==> src/rtl/bitbrick_dot_acc_if.sv <==
// bitbrick_dot_acc_if
//   Bundles the beat-input and result-output handshakes of bitbrick_dot_acc.
//   master : the producer/consumer side (activation/weight buffers feeding
//            beats in, output quantiser taking results out).
//   slave  : the dot-product engine itself.
//   Signals:
//     in_valid/in_ready/in_last : beat handshake, in_last marks end of group
//     bin, SignI, SignW         : mode for the group (sampled on first beat)
//     I, W                      : LANES 2-bit activation / weight bricks
//     out_valid/out_ready       : result handshake
//     out_data/out_count/out_sat: signed group sum, beat count, saturation
interface bitbrick_dot_acc_if #(
    parameter int LANES = 16,
    parameter int ACC_W = 24,
    parameter int CNT_W = 16
);
    logic                    in_valid;
    logic                    in_ready;
    logic                    in_last;
    logic                    bin;
    logic                    SignI;
    logic                    SignW;
    logic [2*LANES-1:0]      I;
    logic [2*LANES-1:0]      W;
    logic                    out_valid;
    logic                    out_ready;
    logic signed [ACC_W-1:0] out_data;
    logic [CNT_W-1:0]        out_count;
    logic                    out_sat;

    modport master (
        output in_valid, in_last, bin, SignI, SignW, I, W, out_ready,
        input  in_ready, out_valid, out_data, out_count, out_sat
    );

    modport slave (
        input  in_valid, in_last, bin, SignI, SignW, I, W, out_ready,
        output in_ready, out_valid, out_data, out_count, out_sat
    );
endinterface

==> src/rtl/bitbrick_dot_acc.sv <==
// bitbrick_dot_acc
//   Three-stage pipelined dot-product engine built from LANES 2-bit
//   bit-bricks. Each beat is either an integer 2x2-bit multiply per lane
//   (signedness chosen by SignI/SignW) or a binary XNOR/popcount over
//   2*LANES +-1 elements. Beat sums accumulate over a group ended by
//   in_last into a saturating ACC_W-bit accumulator.
//   Ports:
//     clk  : clock, rising edge
//     rstn : synchronous active-low reset
//     bus  : bitbrick_dot_acc_if slave modport (beat in, result out)
module bitbrick_dot_acc #(
    parameter int LANES = 16,
    parameter int ACC_W = 24,
    parameter int CNT_W = 16
) (
    input logic               clk,
    input logic               rstn,
    bitbrick_dot_acc_if.slave bus
);

    // Beat sum width: 5-bit lane products plus log2(LANES) growth, with one
    // spare bit so the binary-mode doubling never overflows.
    localparam int SUM_W = $clog2(LANES) + 6;
    localparam int EXT_W = ((ACC_W > SUM_W) ? ACC_W : SUM_W) + 1;

    localparam logic signed [SUM_W-1:0] BIN_OFS = SUM_W'(2 * LANES);
    localparam logic signed [ACC_W-1:0] ACC_MAX = {1'b0, {(ACC_W-1){1'b1}}};
    localparam logic signed [ACC_W-1:0] ACC_MIN = {1'b1, {(ACC_W-1){1'b0}}};

    function automatic logic signed [4:0] ext2(input logic [1:0] v, input logic s);
        ext2 = s ? {{3{v[1]}}, v} : {3'b000, v};
    endfunction

    logic en;
    logic grp_open;
    logic bin_l, signi_l, signw_l;
    logic mode_bin, mode_si, mode_sw;

    logic                    s1_valid, s1_last, s1_bin;
    logic signed [4:0]       s1_prod [LANES];
    logic signed [4:0]       prod_c  [LANES];

    logic                    s2_valid, s2_last;
    logic signed [SUM_W-1:0] s2_sum;
    logic signed [SUM_W-1:0] psum, beat_sum;

    logic signed [ACC_W-1:0] acc, acc_next;
    logic signed [EXT_W-1:0] wide_sum;
    logic [CNT_W-1:0]        cnt, cnt_next;
    logic                    sat_sticky, sat_now;

    logic                    out_valid_q, out_sat_q;
    logic signed [ACC_W-1:0] out_data_q;
    logic [CNT_W-1:0]        out_count_q;

    // The whole pipeline freezes only while a result waits for its consumer.
    assign en           = !(out_valid_q && !bus.out_ready);
    assign bus.in_ready = en;

    assign bus.out_valid = out_valid_q;
    assign bus.out_data  = out_data_q;
    assign bus.out_count = out_count_q;
    assign bus.out_sat   = out_sat_q;

    // The first beat of a group uses the live mode pins; later beats reuse
    // the values latched on that first beat.
    always_comb begin
        mode_bin = grp_open ? bin_l   : bus.bin;
        mode_si  = grp_open ? signi_l : bus.SignI;
        mode_sw  = grp_open ? signw_l : bus.SignW;
    end

    // Per-lane bit-brick: binary mode counts matching bits (0..2), integer
    // mode multiplies the extended operands; both fit a 5-bit signed lane.
    always_comb begin
        for (int k = 0; k < LANES; k++) begin
            prod_c[k] = '0;
            if (mode_bin) begin
                prod_c[k] = {4'b0000, ~(bus.I[2*k]   ^ bus.W[2*k])}
                          + {4'b0000, ~(bus.I[2*k+1] ^ bus.W[2*k+1])};
            end else begin
                prod_c[k] = ext2(bus.I[2*k +: 2], mode_si) * ext2(bus.W[2*k +: 2], mode_sw);
            end
        end
    end

    // Stage 1: capture lane products and track the group-open / mode latch.
    always_ff @(posedge clk) begin
        if (!rstn) begin
            s1_valid <= 1'b0;
            s1_last  <= 1'b0;
            s1_bin   <= 1'b0;
            s1_prod  <= '{default: '0};
            grp_open <= 1'b0;
            bin_l    <= 1'b0;
            signi_l  <= 1'b0;
            signw_l  <= 1'b0;
        end else if (en) begin
            s1_valid <= bus.in_valid;
            s1_last  <= bus.in_last;
            s1_bin   <= mode_bin;
            s1_prod  <= prod_c;
            if (bus.in_valid) begin
                if (!grp_open) begin
                    bin_l   <= bus.bin;
                    signi_l <= bus.SignI;
                    signw_l <= bus.SignW;
                end
                grp_open <= !bus.in_last;
            end
        end
    end

    // Adder tree; binary mode maps the match count onto a +-1 dot product.
    always_comb begin
        psum = '0;
        for (int k = 0; k < LANES; k++) begin
            psum = psum + SUM_W'(s1_prod[k]);
        end
        beat_sum = s1_bin ? ((psum <<< 1) - BIN_OFS) : psum;
    end

    // Stage 2: register the beat sum.
    always_ff @(posedge clk) begin
        if (!rstn) begin
            s2_valid <= 1'b0;
            s2_last  <= 1'b0;
            s2_sum   <= '0;
        end else if (en) begin
            s2_valid <= s1_valid;
            s2_last  <= s1_last;
            s2_sum   <= beat_sum;
        end
    end

    // The accumulator is zeroed whenever a group closes, so it already
    // serves as the zero base for the first beat of the next group.
    always_comb begin
        wide_sum = EXT_W'(acc) + EXT_W'(s2_sum);
        sat_now  = 1'b0;
        acc_next = wide_sum[ACC_W-1:0];
        if (wide_sum > EXT_W'(ACC_MAX)) begin
            acc_next = ACC_MAX;
            sat_now  = 1'b1;
        end else if (wide_sum < EXT_W'(ACC_MIN)) begin
            acc_next = ACC_MIN;
            sat_now  = 1'b1;
        end
        cnt_next = (cnt == '1) ? cnt : cnt + 1'b1;
    end

    // Stage 3: accumulate, and on the last beat publish the result and
    // clear group state so the next beat starts a new group immediately.
    always_ff @(posedge clk) begin
        if (!rstn) begin
            acc         <= '0;
            cnt         <= '0;
            sat_sticky  <= 1'b0;
            out_valid_q <= 1'b0;
            out_data_q  <= '0;
            out_count_q <= '0;
            out_sat_q   <= 1'b0;
        end else if (en) begin
            out_valid_q <= 1'b0;
            if (s2_valid) begin
                if (s2_last) begin
                    out_valid_q <= 1'b1;
                    out_data_q  <= acc_next;
                    out_count_q <= cnt_next;
                    out_sat_q   <= sat_sticky | sat_now;
                    acc         <= '0;
                    cnt         <= '0;
                    sat_sticky  <= 1'b0;
                end else begin
                    acc         <= acc_next;
                    cnt         <= cnt_next;
                    sat_sticky  <= sat_sticky | sat_now;
                end
            end
        end
    end

endmodule

==> src/flat_wrapper.sv <==
// flat-port wrapper written by rule: the top's interface ports become plain ports
module bitbrick_dot_acc_flat 
#(
    parameter int LANES = 16,
    parameter int ACC_W = 24,
    parameter int CNT_W = 16
)
  (clk, rstn, bus_in_valid, bus_in_last, bus_bin, bus_SignI, bus_SignW, bus_I, bus_W, bus_out_ready, bus_in_ready, bus_out_valid, bus_out_data, bus_out_count, bus_out_sat);
  bitbrick_dot_acc_if #(.LANES(LANES), .ACC_W(ACC_W), .CNT_W(CNT_W)) bus_i ();
  input logic clk;
  input logic rstn;
  input wire logic [$bits(bus_i.in_valid)-1:0] bus_in_valid;
  input wire logic [$bits(bus_i.in_last)-1:0] bus_in_last;
  input wire logic [$bits(bus_i.bin)-1:0] bus_bin;
  input wire logic [$bits(bus_i.SignI)-1:0] bus_SignI;
  input wire logic [$bits(bus_i.SignW)-1:0] bus_SignW;
  input wire logic [$bits(bus_i.I)-1:0] bus_I;
  input wire logic [$bits(bus_i.W)-1:0] bus_W;
  input wire logic [$bits(bus_i.out_ready)-1:0] bus_out_ready;
  output wire logic [$bits(bus_i.in_ready)-1:0] bus_in_ready;
  output wire logic [$bits(bus_i.out_valid)-1:0] bus_out_valid;
  output wire logic [$bits(bus_i.out_data)-1:0] bus_out_data;
  output wire logic [$bits(bus_i.out_count)-1:0] bus_out_count;
  output wire logic [$bits(bus_i.out_sat)-1:0] bus_out_sat;
  assign bus_i.in_valid = bus_in_valid;
  assign bus_i.in_last = bus_in_last;
  assign bus_i.bin = bus_bin;
  assign bus_i.SignI = bus_SignI;
  assign bus_i.SignW = bus_SignW;
  assign bus_i.I = bus_I;
  assign bus_i.W = bus_W;
  assign bus_i.out_ready = bus_out_ready;
  assign bus_in_ready = bus_i.in_ready;
  assign bus_out_valid = bus_i.out_valid;
  assign bus_out_data = bus_i.out_data;
  assign bus_out_count = bus_i.out_count;
  assign bus_out_sat = bus_i.out_sat;
  bitbrick_dot_acc #(.LANES(LANES), .ACC_W(ACC_W), .CNT_W(CNT_W)) u_core (.clk(clk), .rstn(rstn), .bus(bus_i));
endmodule
==> config.mk <==
export PLATFORM = sky130hd
export DESIGN_NAME = bitbrick_dot_acc_flat
export DESIGN_NICKNAME = d
export VERILOG_FILES = /design/src/rtl/bitbrick_dot_acc_if.sv /design/src/rtl/bitbrick_dot_acc.sv /design/src/flat_wrapper.sv
export SDC_FILE = /design/constraint.sdc
export NUM_CORES = 1
export LEC_CHECK = 0
export BUFFER_PORTS_ARGS = -buffer_cell sky130_fd_sc_hd__clkbuf_2
export CAP_MARGIN = 15
export CORE_MARGIN = 4
export CORE_UTILIZATION = 62
export DETAILED_ROUTE_END_ITERATION = 10
export PLACE_DENSITY_LB_ADDON = 0.15
export SLEW_MARGIN = 20
export SYNTH_ARGS = -nofsm -noshare
export SYNTH_HDL_FRONTEND = slang
export SYNTH_SLANG_ARGS = --single-unit
==> constraint.sdc <==
create_clock -name clk -period 8.8 [get_ports clk]
set_input_delay 0 -clock clk [delete_from_list [all_inputs] [get_ports clk]]
set_output_delay 0 -clock clk [all_outputs]
set_load 0.02 [all_outputs]
==> results of run 1 <==
==> report_power, final <==
| group | total [W] | internal, W | switching, W |
|---|---|---|---|
| combinational | 0.00370 | 0.00160 | 0.00210 |
| clock | 0.000782 | 0.000410 | 0.000373 |
| sequential | 0.000971 | 0.000907 | 0.0000641 |
| total | 0.00545 | 0.00292 | 0.00254 |
==> worst max path at each step <==
stage                             startpoint                to  slack (ns)  cells past startpoint
after global placement    u_core.s1_prod[67]  u_core.s2_sum[8]        1.98                     24
after global routing      u_core.s1_prod[67]  u_core.s2_sum[8]        1.38                     24
after CTS                 u_core.s1_prod[67]  u_core.s2_sum[8]        1.79                     24
after floorplan           u_core.s1_prod[67]  u_core.s2_sum[8]        2.17                     24
after detailed placement  u_core.s1_prod[67]  u_core.s2_sum[8]        1.83                     24
final                     u_core.s1_prod[67]  u_core.s2_sum[8]        1.77                     24
==> cell families after synthesis <==
logic type,after synthesis
DFF,182
buffers and inverters,280
and+or+nand+nor,375
muxes,43
AOI/OAI and AO/OA,336
xor gates and xnor gates,163
adders and majority gates,345
==> registers in the layout, indices dropped and copies added (netlist names), 10 cells and up <==
signal and cells:
u_core.cnt 16, u_core.acc 24, u_core.s2_sum 10, u_core.s1_prod 80
u_core.bus.out_count 16, u_core.bus.out_data 24
==> layer usage <==
layer	vias to the layer above	part of all wire [%]
met1	5709	44
li1	6019	-
met3	32	3.7
met2	223	50
met4	0	1.6
met5	-	0
==> repair_timing <==
| item | 4_1_cts | 5_1_grt |
|---|---|---|
| endpoints found under the hold margin | 2 | 0 |
| hold buffers | 1 | 0 |
| setup buffers | 0 | 0 |
==> cell usage in the layout (no fill, tap or decap), types with 5 or more instances in the layout <==
cell,n
nand2b_1,5
xor2_1,20
clkbuf_16,17
inv_8,6
a22o_1,48
o21ai_0,67
fa_1,98
and2_1,51
a21o_1,14
nand4_1,5
a211oi_2,5
ha_1,224
and3_1,56
xnor2_1,142
nand2_1,97
nor2b_1,5
inv_1,196
a211oi_1,49
a21oi_1,91
buf_4,7
o21ai_1,7
nor3_1,12
maj3_2,11
o211ai_1,14
dfxtp_1,182
mux2i_1,39
nand3_1,34
a31oi_1,10
nor2_1,90
clkbuf_2,114
maj3_1,12
==> through the flow <==
stage                     utilization, %  setup WS, ns  total power (W)  cells  instance area (um2)
after floorplan                        -         2.168         0.003905   1724                15680
after global placement             66.67         1.984         0.004428   2088                16400
after detailed placement           66.75         1.832         0.004638   2089                16420
after CTS                          69.26         1.792         0.005470   2122                17040
after global routing               69.28         1.385         0.006061   2122                17050
final                              69.28         1.770         0.005453   2122                17050
==> final cells by class <==
| cell class | count | area, um2 | share of cell area (%) |
|---|---|---|---|
| multi-input combinational | 1262 | 10990 | 64.48 |
| inverter | 199 | 747.0 | 4.382 |
| tap | 324 | 405.4 | 2.378 |
| sequential | 182 | 3643 | 21.38 |
| clock buffer | 17 | 425.4 | 2.496 |
| timing repair buffer | 123 | 653.1 | 3.832 |
| clock inverter | 15 | 180.2 | 1.057 |
==> worst max-delay path: stages, from the launching register on <==
cell and delay (ns):
dfxtp_1 0.34, fa_1 0.54, ha_1 0.32, a21o_1 0.18, a21oi_1 0.23, nor2b_1 0.08
nor3_1 0.15, mux2i_1 0.12, fa_1 0.54, inv_1 0.08, fa_1 0.53, inv_1 0.05
fa_1 0.48, fa_1 0.54, inv_1 0.07, fa_1 0.53, inv_1 0.06, fa_1 0.49
inv_1 0.04, ha_1 0.37, inv_1 0.05, or4_1 0.50, and4_1 0.23, xor2_1 0.17
a41o_1 0.24
==> impl_metrics.json, run 1 <==
{
  "status": "completed",
  "synth-edff-count": 0,
  "yosysTopAreaCell": "dfxtp_1",
  "grt_pass1_vias": 12030,
  "clk_path_buf_depth": 2,
  "wire_per_inst_um": 15.77,
  "yosys-top-cells-count": "ha_1, inv_1, dfxtp_1, xnor2_1, fa_1",
  "tritoncts": "yes",
  "cp-end-kind": "flop",
  "path_clk_slew_ns": 0.07,
  "synthXorXnorAreaFrac_pct": 9.103,
  "core_area_um2": 24600,
  "grt_pass1_wl_mm": 57.58,
  "synth_ff_type": "dfxtp_1",
  "yosysWarnings": 0,
  "gr-usage-met2_pct": 44.10,
  "cts_htree_levels": 4,
  "cap_violations": 0,
  "ys_types": 63,
  "synth_most_common_cell": "ha_1",
  "min_from": "bus_W[15]",
  "worstHoldPathType": "in2reg",
  "ant_nets": 0,
  "slew_headroom_pct": 32.94,
  "fillers": 1986,
  "fmax_mhz": 142.3,
  "worstReg2RegStart": "u_core.s1_prod[67]",
  "overflow": 0,
  "async_flop_share_pct": 0,
  "busiest_layer": "met2",
  "cts-resized-gates": 0,
  "drive_above_1_share_pct": 10.40,
  "synthMuxAreaShare_pct": 2.760,
  "grt_usage_pct": 24.43,
  "dp.final_hpwl_mm": 25.80,
  "postSynthCellCount": 1724,
  "dieArea_um2": 27910,
  "netlist_area_um2": 15680,
  "p_leak_nw": 8.131,
  "period_minus_slack_ns": 7.030,
  "rows": 57,
  "path_class": "reg2reg",
  "rrSetupSlack_ns": 1.77,
  "r2r_end": "u_core.s2_sum[8]",
  "rsz0062_at_grt": "false",
  "min_period_over_period_pct": 79.88,
  "power_density_nw_per_um2": 319.9,
  "totalWireLength_mm": 33.47,
  "vias": 11980,
  "syn_area_per_cell_um2": 9.097,
  "synthAdderAreaFrac_pct": 31.93,
  "hold_end": "u_core.s1_prod[44]",
  "synth_seq_cells": 182,
  "critPathLaunchType": "flop",
  "die_width_um": 167.1,
  "ios": 115,
  "cp_max_fo": 5,
  "ys_seq_area_share_pct": 23.23,
  "io_buffers": 114,
  "syn_to_final_growth_pct": 8.680,
  "tightest_slew_ns": 1.002,
  "synth_compound_gate_area_share_pct": 14.17,
  "fin_skew_ns": 0.01111,
  "firstDrtPassIters": 5,
  "drt_iter0_markers": 538,
  "via_per_inst": 5.647,
  "gr-usage-met3_pct": 2.702,
  "synth_top_family_by_area": "adder cells",
  "fp.dieH_um": 167.1,
  "drv_slew": 0,
  "diodes": 0,
  "grtUsageMet1_pct": 31.33,
  "min_path_cells": 4,
  "clk_latency_ns": 0.44,
  "synth_fp_nets": 2118,
  "arrival_ns": 7.35,
  "hold_viol": 0,
  "place_congestion": 0.8949,
  "cts_num_sinks": 182,
  "synth-simple-area-share_pct": 11.81,
  "antenna_found_initial": 0,
  "numCtsBuffers": 17,
  "ir_worst_vdd_uv": 652.0,
  "netlist.area_leader.share_pct": 23.23,
  "synth_area_leaders": "dfxtp_1, ha_1, fa_1",
  "reg2regPathDepth": 24,
  "setup_tns_ns": 0,
  "cts_root_buffer": "clkbuf_16",
  "cp.required_ns": 9.12,
  "grt_max_degree": 84,
  "post-route-drc-count": 0,
  "start_util_pct": 63.74,
  "setup_viol_count_final": 0,
  "hold_ws_ns": 0.02691,
  "nets": 2179
}
No activity file was read; power rests on OpenSTA's default activity.
==> inputs of run 2 (changes only) <==
CORE_UTILIZATION = 56   (was 62)
clock period = 6.4 ns   (was 8.8 ns; I/O delays follow)
==> impl_metrics.json, run 2 (same netlist as run 1, synthesis figures left out) <==
{
  "vias": 11990,
  "slew_headroom_pct": 36.26,
  "violations": "negative setup slack",
  "ant_nets": 0,
  "min_period_over_period_pct": 103.4,
  "tritoncts": "yes",
  "finalNonFillerCells": 2192,
  "start_util_pct": 57.55,
  "grt_max_degree": 80,
  "status": "complete, but fails checks",
  "totalWireLength_mm": 33.96,
  "period_minus_slack_ns": 6.619,
  "grt_usage_pct": 22.35,
  "arrival_ns": 6.94,
  "p_leak_nw": 8.284,
  "cap_violations": 0,
  "via_per_inst": 5.469,
  "firstDrtPassIters": 5,
  "rrSetupSlack_ns": -0.22,
  "grt_pass1_wl_mm": 57.70,
  "antenna_found_initial": 0,
  "cts_htree_levels": 4,
  "fillers": 2317,
  "cts_num_sinks": 182,
  "place_area_um2": 16630,
  "rows": 60,
  "wire_per_inst_um": 15.49,
  "power_density_nw_per_um2": 563.2,
  "finalWorstSetupSlack_ns": -0.2195,
  "syn_to_final_growth_pct": 12.10,
  "worstHoldPathType": "in2reg",
  "nets": 2201,
  "fin_skew_ns": 0.01120,
  "ios": 115,
  "total_power_w": 0.009901,
  "diodes": 0,
  "path_clk_slew_ns": 0.07,
  "drv_slew": 0,
  "clk_path_buf_depth": 2,
  "tightest_slew_ns": 0.9561,
  "largest-register": "u_core.s1_prod",
  "critPathLaunchType": "flop",
  "cp.required_ns": 6.72,
  "post-route-drc-count": 0,
  "dp.final_hpwl_mm": 25.89,
  "rsz0062_at_grt": "true",
  "io_buffers": 114,
  "numCtsBuffers": 17,
  "setup_viol_count_final": 4,
  "die_width_um": 175.4,
  "cp_max_fo": 3,
  "core_area_um2": 27250,
  "reg2regPathDepth": 27,
  "cp-end-kind": "flop",
  "cts_root_buffer": "clkbuf_16",
  "dieArea_um2": 30750,
  "place_congestion": 0.8924,
  "min_path_cells": 4,
  "drt_iter0_markers": 620,
  "overflow": 0,
  "clk_latency_ns": 0.43,
  "drive_above_1_share_pct": 14.18,
  "grt_pass1_vias": 12110,
  "final_common_cell": "ha_1",
  "hold_viol": 0,
  "fmax_mhz": 151.1,
  "setup_tns_ns": -0.6894,
  "largest_reg_flops": 80,
  "placed_cells": 2151,
  "fp.dieH_um": 175.4,
  "final_cell_mix": "ha_1, inv_1, dfxtp_1",
  "place_ws_ns": -0.3079,
  "ir_worst_vdd_uv": 1146,
  "stdcell_area_um2": 17580,
  "path_class": "reg2reg"
}
## run 2: cell count changes in the layout (fill, tap and decap cells not counted), sizes merged
cell,change
clkinvlp,-1
clkbuf,+2
bufinv,+1
buf,+22
inv,-2
## run 2: critical path: stages, from the launching register on
cell,delay (ns)
dfxtp_2,0.34
inv_2,0.04
fa_1,0.54
inv_2,0.06
buf_6,0.11
ha_4,0.14
a21o_1,0.16
a21oi_2,0.16
nor2b_1,0.06
nor3_1,0.14
mux2i_1,0.12
fa_1,0.53
inv_2,0.05
fa_1,0.55
inv_2,0.04
fa_1,0.47
fa_1,0.53
inv_2,0.04
fa_1,0.52
inv_2,0.04
fa_1,0.51
inv_2,0.05
ha_4,0.26
inv_2,0.03
or4_1,0.50
and4_4,0.20
xor2_1,0.14
a41o_1,0.20
## run 2: repair_timing
| item | 4_1_cts | 5_1_grt |
|---|---|---|
| pin swaps | 14 | 43 |
| hold endpoints to repair | 2 | 0 |
| hold buffers | 1 | 0 |
| gates resized for setup | 19 | 39 |
| buffers inserted | 2 | 6 |
| endpoints found under the setup margin | 6 | 6 |
## run 2: report_power, final
part           switching (W)  internal (W)
Clock               0.000485      0.000611
Sequential         0.0000894       0.00125
Combinational        0.00377       0.00370
## run 2: cell type report
cell class / count / area [um2] / area share (%)
timing repair buffer: 145 / 840.8 / 4.782
inverter: 199 / 747.0 / 4.248
tap: 372 / 465.4 / 2.647
clock buffer: 19 / 452.9 / 2.576
multi-input combinational: 1262 / 11260 / 64.06
sequential: 182 / 3649 / 20.75
clock inverter: 13 / 163.9 / 0.9322
## run 2: per-stage QoR
stage / utilization [%] / hold slack [ns]
3_3_place_gp: 60.95 / 0.2473
4_1_cts: 63.73 / 0.02939
2_1_floorplan: - / 0.09581
5_1_grt: 64.52 / 0.05872
3_5_place_dp: 61.02 / 0.2466
6_report: 64.52 / 0.04563
## run 2: layer usage
| metal | track usage (%) | vias to the layer above | routed length, um |
|---|---|---|---|
| met5 | 0 | - | 0 |
| li1 | - | 6075 | - |
| met1 | 29.02 | 5688 | 15430 |
| met2 | 39.86 | 196 | 17050 |
| met4 | 5.041 | 0 | 422 |
| met3 | 2.841 | 30 | 1055 |
## run 2: path summary, 6_finish.rpt
kind	start	end
worst max-delay path	u_core.s1_prod[66]	u_core.s2_sum[8]
worst min register to register	u_core.s1_last	u_core.s1_last
worst min-delay path	bus_W[9]	u_core.s1_prod[59]
worst max register to register	u_core.s1_prod[66]	u_core.s2_sum[8]
==> inputs of run 3 (changes only) <==
CORE_UTILIZATION = 62   (was 56)
clock period = 6.6 ns   (was 6.4 ns; I/O delays follow)
==> impl_metrics.json, run 3 (same netlist as run 1, synthesis figures left out) <==
{
  "dieArea_um2": 27910,
  "place_congestion": 0.8976,
  "fp.dieH_um": 167.1,
  "cts_num_sinks": 182,
  "syn_to_final_growth_pct": 10.69,
  "fillers": 1950,
  "hold_end": "u_core.s1_prod[54]",
  "r2r_end": "u_core.s2_sum[8]",
  "worstHoldPathType": "in2reg",
  "grtUsageMet1_pct": 30.87,
  "largest-register": "u_core.s1_prod",
  "p_leak_nw": 8.221,
  "fin_skew_ns": 0.01210,
  "cp-end-kind": "flop",
  "io_buffers": 114,
  "cap_violations": 0,
  "gr-usage-met3_pct": 2.868,
  "p_clk_share_pct": 12.0,
  "violations": "negative setup slack",
  "setup_viol_count_final": 3,
  "hold_viol": 0,
  "place_area_um2": 16520,
  "rsz0062_at_grt": "true",
  "path_clk_slew_ns": 0.08,
  "via_per_inst": 5.680,
  "numCtsBuffers": 17,
  "min_from": "bus_W[11]",
  "drive_above_1_share_pct": 13.55,
  "nets": 2196,
  "largest_reg_flops": 80,
  "rrSetupSlack_ns": -0.09,
  "wire_per_inst_um": 15.93,
  "ir_worst_vdd_uv": 1070,
  "p_int_w": 0.004959,
  "setup_tns_ns": -0.1490,
  "ant_nets": 0,
  "place_ws_ns": -0.2283,
  "worstReg2RegStart": "u_core.s1_prod[66]",
  "overflow": 0,
  "die_width_um": 167.1,
  "ios": 115,
  "cp_max_fo": 3,
  "period_minus_slack_ns": 6.688,
  "ff_latch_area_um2": 3650,
  "finalWorstSetupSlack_ns": -0.08772,
  "cp.required_ns": 6.92,
  "power_density_nw_per_um2": 508.4,
  "min_path_cells": 4,
  "status": "complete, but fails checks",
  "critPathLaunchType": "flop",
  "combPwrFrac_pct": 73.4,
  "stdcell_area_um2": 17360,
  "clk_path_buf_depth": 2,
  "grt_pass1_wl_mm": 57.77,
  "slew_headroom_pct": 30.75,
  "tightest_slew_ns": 1.035,
  "drt_iter0_markers": 564,
  "multiInputGateArea_um2": 11170,
  "cts_root_buffer": "clkbuf_16",
  "vias": 12150,
  "gr-usage-met2_pct": 44.28,
  "p_sw_w": 0.003867,
  "totalWireLength_mm": 34.07,
  "final_common_cell": "ha_1",
  "reg2regPathDepth": 24,
  "dp.final_hpwl_mm": 25.59,
  "drv_slew": 0,
  "rows": 57,
  "grt_usage_pct": 24.45,
  "busiest_layer": "met2",
  "hold_ws_ns": 0.03365,
  "final_cell_mix": "ha_1, inv_1, dfxtp_1",
  "grt_max_degree": 84,
  "tritoncts": "yes",
  "grt_pass1_vias": 12240,
  "start_util_pct": 63.74,
  "arrival_ns": 7.01,
  "path_class": "reg2reg",
  "diodes": 0,
  "antenna_found_initial": 0,
  "swShare_pct": 43.82,
  "placed_cells": 2101,
  "clk_latency_ns": 0.44,
  "fmax_mhz": 149.5,
  "firstDrtPassIters": 5,
  "finalNonFillerCells": 2139,
  "cts_htree_levels": 4,
  "min_period_over_period_pct": 101.3,
  "post-route-drc-count": 0,
  "core_area_um2": 24600,
  "sequentialPowerShare_pct": 14.7
}
## run 3: how the worst max path moves through the flow
stage | slack, ns | to | cells past startpoint | from
6_report | -0.09 | u_core.s2_sum[8] | 24 | u_core.s1_prod[66]
5_1_grt | -0.25 | u_core.s2_sum[8] | 26 | u_core.s1_prod[66]
4_1_cts | 0.0001 | u_core.s2_sum[7] | 24 | u_core.s1_prod[76]
3_5_place_dp | -0.23 | u_core.s2_sum[8] | 24 | u_core.s1_prod[66]
3_3_place_gp | -0.12 | u_core.s2_sum[8] | 24 | u_core.s1_prod[66]
2_1_floorplan | 0.003 | u_core.s2_sum[8] | 24 | u_core.s1_prod[67]
## run 3: layout make-up
class / count / area share [%]
Sequential cell: 182 / 21.02
Clock buffer: 18 / 2.472
Timing Repair Buffer: 140 / 4.497
Inverter: 199 / 4.303
Clock inverter: 14 / 1.052
Tap cell: 324 / 2.335
Multi-Input combinational cell: 1262 / 64.32
## run 3: timing repair
item | CTS | global route
setup endpoints to repair | 4 | 6
endpoints found under the hold margin | 2 | 0
hold buffers | 1 | 0
setup buffers | 2 | 4
resized for setup | 17 | 31
pin swaps | 26 | 41
## run 3: power by group through the flow
stage	sequential, W	combinational, W	clock (W)
CTS	0.00130	0.00539	0.00106
global placement	0.00132	0.00498	0
global route	0.00131	0.00728	0.00112
finish	0.00129	0.00648	0.00106
floorplan	0.00129	0.00391	0
detailed placement	0.00132	0.00522	0
## run 3: worst max-delay path, cell delays in order (launching register included)
cell,delay [ns]
dfxtp_2,0.33
inv_2,0.04
fa_1,0.55
inv_2,0.06
ha_2,0.17
a21o_1,0.20
a21oi_2,0.18
nor2b_1,0.09
nor3_2,0.17
mux2i_1,0.14
fa_1,0.49
buf_4,0.16
fa_1,0.52
inv_2,0.06
fa_1,0.53
inv_1,0.05
fa_1,0.51
fa_1,0.46
fa_1,0.50
inv_1,0.04
ha_1,0.31
or4_4,0.48
and4_4,0.20
xor2_1,0.16
a41o_1,0.18
## run 3: routing by layer
metal | vias up | part of all wire, %
li1 | 6051 | -
met1 | 5818 | 44
met2 | 236 | 50
met3 | 45 | 3.4
met4 | 0 | 2.3
met5 | - | 0
## run 3: per-stage QoR
step | total power (W) | util [%]
4_1_cts | 0.007748 | 69.94
3_3_place_gp | 0.006297 | 67.05
6_report | 0.008826 | 70.56
3_5_place_dp | 0.006539 | 67.13
5_1_grt | 0.009708 | 70.56
2_1_floorplan | 0.005207 | -
